==> src/rtl/execute_pipe_reg.sv <==
// rtl/execute_pipe_reg.sv - Y86-64 decode-to-execute pipeline register with condition-code register.
module execute_pipe_reg #(
  parameter logic [2:0] STAT_AOK  = 3'd1,
  parameter logic [2:0] STAT_HLT  = 3'd2,
  parameter logic [2:0] STAT_ADR  = 3'd3,
  parameter logic [2:0] STAT_INS  = 3'd4,
  parameter logic [3:0] RNONE     = 4'hF,
  parameter logic [3:0] NOP_ICODE = 4'h1,
  parameter logic [2:0] CC_RESET  = 3'b100
) (
  input  logic        clk,
  input  logic        reset,
  input  logic [2:0]  D_stat,
  input  logic [3:0]  D_icode,
  input  logic [3:0]  D_ifun,
  input  logic [63:0] D_valC,
  input  logic [63:0] d_valA,
  input  logic [63:0] d_valB,
  input  logic [3:0]  d_dstE,
  input  logic [3:0]  d_dstM,
  input  logic [3:0]  d_srcA,
  input  logic [3:0]  d_srcB,
  input  logic        E_stall,
  input  logic        E_bubble,
  input  logic [2:0]  cf,
  input  logic [2:0]  m_stat,
  input  logic [2:0]  W_stat,
  output logic [2:0]  E_stat,
  output logic [3:0]  E_icode,
  output logic [3:0]  E_ifun,
  output logic [63:0] E_valC,
  output logic [63:0] E_valA,
  output logic [63:0] E_valB,
  output logic [3:0]  E_dstE,
  output logic [3:0]  E_dstM,
  output logic [3:0]  E_srcA,
  output logic [3:0]  E_srcB,
  output logic [2:0]  outf,
  output logic        set_cc,
  output logic        ctl_err
);

  localparam logic [3:0] OPQ_ICODE = 4'h6;

  logic [2:0]  r_stat;
  logic [3:0]  r_icode;
  logic [3:0]  r_ifun;
  logic [63:0] r_valC;
  logic [63:0] r_valA;
  logic [63:0] r_valB;
  logic [3:0]  r_dstE;
  logic [3:0]  r_dstM;
  logic [3:0]  r_srcA;
  logic [3:0]  r_srcB;
  logic [2:0]  r_outf;
  logic        r_ctl_err;

  logic        w_m_exc;
  logic        w_W_exc;
  logic        w_set_cc;

  // Stall takes precedence over bubble; reset discards everything.
  always_ff @(posedge clk) begin
    if (reset || (E_bubble && !E_stall)) begin
      r_stat  <= STAT_AOK;
      r_icode <= NOP_ICODE;
      r_ifun  <= 4'h0;
      r_valC  <= 64'd0;
      r_valA  <= 64'd0;
      r_valB  <= 64'd0;
      r_dstE  <= RNONE;
      r_dstM  <= RNONE;
      r_srcA  <= RNONE;
      r_srcB  <= RNONE;
    end else if (!E_stall) begin
      r_stat  <= D_stat;
      r_icode <= D_icode;
      r_ifun  <= D_ifun;
      r_valC  <= D_valC;
      r_valA  <= d_valA;
      r_valB  <= d_valB;
      r_dstE  <= d_dstE;
      r_dstM  <= d_dstM;
      r_srcA  <= d_srcA;
      r_srcB  <= d_srcB;
    end
  end

  // Flags follow the instruction already in E, regardless of stall/bubble.
  assign w_m_exc  = (m_stat == STAT_ADR) || (m_stat == STAT_INS) || (m_stat == STAT_HLT);
  assign w_W_exc  = (W_stat == STAT_ADR) || (W_stat == STAT_INS) || (W_stat == STAT_HLT);
  assign w_set_cc = (r_icode == OPQ_ICODE) && !w_m_exc && !w_W_exc;

  always_ff @(posedge clk) begin
    if (reset) begin
      r_outf    <= CC_RESET;
      r_ctl_err <= 1'b0;
    end else begin
      if (w_set_cc) begin
        r_outf <= cf;
      end
      r_ctl_err <= E_stall && E_bubble;
    end
  end

  assign E_stat  = r_stat;
  assign E_icode = r_icode;
  assign E_ifun  = r_ifun;
  assign E_valC  = r_valC;
  assign E_valA  = r_valA;
  assign E_valB  = r_valB;
  assign E_dstE  = r_dstE;
  assign E_dstM  = r_dstM;
  assign E_srcA  = r_srcA;
  assign E_srcB  = r_srcB;
  assign outf    = r_outf;
  assign set_cc  = w_set_cc;
  assign ctl_err = r_ctl_err;

endmodule

==> config.mk <==
export PLATFORM = sky130hd
export DESIGN_NAME = execute_pipe_reg
export DESIGN_NICKNAME = d
export VERILOG_FILES = /design/src/rtl/execute_pipe_reg.sv
export SDC_FILE = /design/constraint.sdc
export NUM_CORES = 1
export LEC_CHECK = 0
export ABC_AREA = 0
export BUFFER_PORTS_ARGS = -buffer_cell sky130_fd_sc_hd__buf_2
export CORE_AREA = 2 2 177 179
export CTS_BUF_LIST = sky130_fd_sc_hd__clkbuf_4
export CTS_CLUSTER_DIAMETER = 50
export DETAILED_ROUTE_END_ITERATION = 16
export DIE_AREA = 0 0 179 181
export PLACE_DENSITY = 0.64
export SLEW_MARGIN = 20
export SYNTH_ARGS = -nofsm -noshare
export SYNTH_HDL_FRONTEND = slang
export SYNTH_SLANG_ARGS = --single-unit
==> constraint.sdc <==
create_clock -name clk -period 3.7 [get_ports clk]
set_clock_uncertainty 0.2 [all_clocks]
set_input_delay 0.37 -clock clk [delete_from_list [all_inputs] [get_ports clk]]
set_output_delay 0.37 -clock clk [all_outputs]
set_load 0.02 [all_outputs]
After elaboration in Yosys (flattened, before gate mapping) --
Cells that the tools add are included. Widths: inputs -> output; s select.
Operators by class: equal/unequal tests 7, reductions and logical operators 12
Operator list (count):
- $eq 3x2->1 const B | 4
- $eq 3x3->1 const B | 2
- $logic_or 1x1->1 | 5
- $eq 4x3->1 const B | 1
- $logic_and 1x1->1 | 4
- $logic_not 1->1 | 3
Storage, ports and cells: flip-flop bits (word level) 223, bits of input ports 232, output and inout bits 224, word-level logic and storage cells 31

Depth between registers and ports, before layout --
depth in word-level cells 6, mapped depth 6, mapped depth without buffers 4

Worst setup path after synthesis --
No wires, ideal clock.
path type flip-flop to output port, from register r_icode[2] (netlist: E_icode[2]), to output port set_cc, data arrival time 1150 ps, path slack 1980 ps, stages on the path, launching flop included 4, path buffers 0, path through dfxtp_1 -> and4bb_1 -> o221ai_2 -> a221oi_4
On the way: cells in the longest elaborated chain, start to end 3
Ends and longest elaborated chain:
- start: declaration | line 46 | logic [3:0] r_icode;
- start signal: assignment | line 77 | r_icode <= D_icode;
- $eq 4x3->1 | line 92 | assign w_set_cc = (r_icode == OPQ_ICODE) && !w_m_exc && !w_W_exc;
- $logic_and 1x1->1 (2 in series) | line 92
- end: declaration | line 39 | output logic set_cc,
Every way passes these cells.

Final worst setup path --
from register r_icode[0] (netlist: E_icode[0]), to output port set_cc
Same word-level chain as after synthesis.

==> out/metrics.yaml <==
setup_path:
  cp_slowest_cell: "dfxtp_1"
  cp-start-kind: "flop"
  worstSetupEndpointType: "output pin"
  r2r-start: "E_icode[0]"
  crit_chain: "and4bb_1, o221ai_2, a221oi_4, buf_2"
  setup.worst_path.end: "set_cc"
  path_buf_inv: 1
  crit_family: "compound AO/OA/AOI/OAI gates"
  ff2ff_path_depth: 5
  cp_data_required_time_ns: 3.13
  arrival_ns: 1.89
  critPathMaxFanout: 4
  regToRegSetupSlack_ns: 1.62
  worstReg2RegEnd: "outf[2]"
  crit_type: "reg -> out"
  critPathLaunch: "E_icode[0]"
  slowest_delay_ns: 0.34
  cp.depth: 4
timing:
  relSlewSlack_pct: 40.0
  period_needed_ns: 2.46
  rsz0062_at_grt: "no"
  hold_viol: 0
  max_freq_ghz: 0.406
  timing.final.max_slew_violations: 0
  setup_violations: 0
  hold-worst-slack_ns: 0.0526
  fin_setup_tns_ns: 0
  fin_crit_sh_pct: 66.5
  tightest_slew_ns: 0.900
logic_synthesis:
  ys_top_cells_by_area: "dfxtp_1 56%, mux2i_1 26%, nor2_1 11%, buf_2 2.8%, o21bai_1 1.7%"
  yosysSeqAreaShare_pct: 56.3
  synth_cell_types: 16
  synth_fp_nets: 983
  ys_ff_latch: 223
  avgSynthCellArea_sq_um: 10.6
  synth_warnings: 0
  synth.top_cell.area_share_pct: 56.3
  syn_area_sq_um: 7940
  synth_top_cell_by_area: "dfxtp_1"
  synth_cells: 751
global_routing:
  antenna_found_initial: 1
  grt_max_degree: 112
  grt_overflow_total: 0
  grt_usage_pct: 15.7
  grt_pass1_wl_um: 41200
  grt_pass1_vias: 8480
place:
  placed_area_sq_um: 10500
  dp.final_hpwl_um: 17000
  routabilityCongestion: 0.775
  portBuffers: 455
clocking:
  worstSkewPairLatency_ns: 0.62
  cts_sinks: 223
  ctsResizeCount: 0
  root_buffer: "clkbuf_4"
  htree_levels: 2
  clk_pin_slew_ns: 0.06
  tritoncts: "done"
  clockBufferDepth: 3
  cts_inserted_buffers: 56
detailed_routing:
  wl_per_cell_um: 14.3
  drtAntennaViolNets: 0
  vias: 8136
  dr.max_layer_used: "met4"
  wl_met3_um: 2750
  routed-wl-met2_um: 13200
  drt_iter0_markers: 197
  viasPerCell: 4.27
  met1_length_um: 10100
  remaining_drc_errors: 0
  routed_wl_um: 27300
  drt-pass1-iter-count: 4
power_and_ir_drop:
  p_leak_nw: 7.04
  p_sw_w: 0.00151
  vdd_drop_max_v: 0.000303
  internal_power_w: 0.00402
  swShare_pct: 27.3
  p_seq_share_pct: 46.6
  p_clk_share_pct: 36.2
  cellPowerDensity_nw_per_um2: 403
  combPwrFrac_pct: 17.1
floorplan:
  core-area_sq_um: 30300
  start_util_pct: 26.1
  die_w_um: 179
  io_pins: 456
  die_h_um: 181
  dieArea_sq_um: 32400
  num_rows: 64
outcome:
  status: "finished, final reports clean"
layout:
  drive_gt1_share_pct: 36.4
  fillers: 2754
  layout_commonest_cell: "buf_2"
  final_cell_mix: "454 x buf_2, 251 x dlygate4sd3_1, 224 x nor2_1"
  syn_to_final_growth_pct: 73.2
  layout.nets: 1701
  final_cell_area_sq_um: 13700
worst_hold_path:
  min_path_cells: 3
  min_from: "E_stall"
  hold_class: "in -> reg"
flow_run:
  maxCapViolCount: 0
==> worst min path at each step <==
stage / end / slack (ns)
after floorplan: E_icode[1] / 0.31
after global placement: outf[0] / 0.26
after detailed placement: outf[0] / 0.27
after CTS: E_valC[2] / 0.009
after global routing: E_valC[63] / 0.03
final: E_valC[63] / 0.05
==> per-layer routing <==
| metal | GRT usage, % | vias to the layer above |
|---|---|---|
| li1 | - | 3966 |
| met1 | 15.7 | 3684 |
| met2 | 27.9 | 386 |
| met3 | 6.14 | 100 |
| met4 | 8.13 | 0 |
| met5 | 0 | - |
==> sequential cells by signal, summed over array words and instances (netlist names) <==
name	cells
E_stat	3
E_dstE	4
E_srcB	4
outf	3
E_valB	64
E_ifun	4
E_dstM	4
ctl_err	1
E_icode	4
E_srcA	4
E_valC	64
E_valA	64
==> area by class of cell <==
class                      instances  area [sq um]  share of cell area (%)
clock inverter                    19           101                   0.737
sequential                       223          4460                    32.5
timing repair buffer             712          4880                    35.5
multi-input combinational        473          3210                    23.3
tap                              396           495                    3.60
antenna                            3          7.51                  0.0546
inverter                           3          11.3                  0.0819
clock buffer                      77           578                    4.21
==> Yosys cell counts (all sizes together) <==
master	instances
inv	3
nand2b	4
and4bb	1
buf	47
o21bai	18
mux2i	204
nand2	1
a221oi	1
a21o	1
clkbuf	5
nor2	224
dfxtp	223
o221ai	1
nor3	18
==> logic make-up (layout without fill, tap and decap cells) <==
family / count (synthesis) / after routing / share of synthesized area, %
AOI/OAI and AO/OA: 21 / 21 / 2.32
buffers and inverters: 55 / 811 / 3.44
DFF: 223 / 223 / 56.3
muxes: 204 / 204 / 25.7
other: 0 / 3 / 0
and+or+nand+nor: 248 / 248 / 12.3
==> power by group through the flow <==
stage               Clock (W)  Sequential [W]  Combinational (W)
floorplan                   0         0.00277           0.000288
global placement            0         0.00263           0.000725
detailed placement          0         0.00263           0.000735
CTS                   0.00208         0.00258           0.000939
global route          0.00223         0.00259            0.00102
finish                0.00201         0.00258           0.000949
==> what timing repair did <==
item,CTS,global route
buffers inserted,0,0
hold buffers,251,0
hold endpoints to repair,223,0
==> worst register-to-register path: stages (launching register included) <==
cell	delay (ns)
dfxtp_1	0.34
and4bb_1	0.29
o221ai_2	0.11
a221oi_4	0.30
mux2i_1	0.22
dlygate4sd3_1	0.56
==> stage by stage <==
step	util [%]	setup WS (ns)	power (W)	instances
finish	45.3	1.24	0.00553	1906
global route	45.3	1.12	0.00584	1905
CTS	45.3	1.16	0.00560	1903
detailed placement	34.8	1.24	0.00336	1556
global placement	34.8	1.30	0.00335	1556
floorplan	-	1.98	0.00306	751
Power figures use the tool's default switching activity.
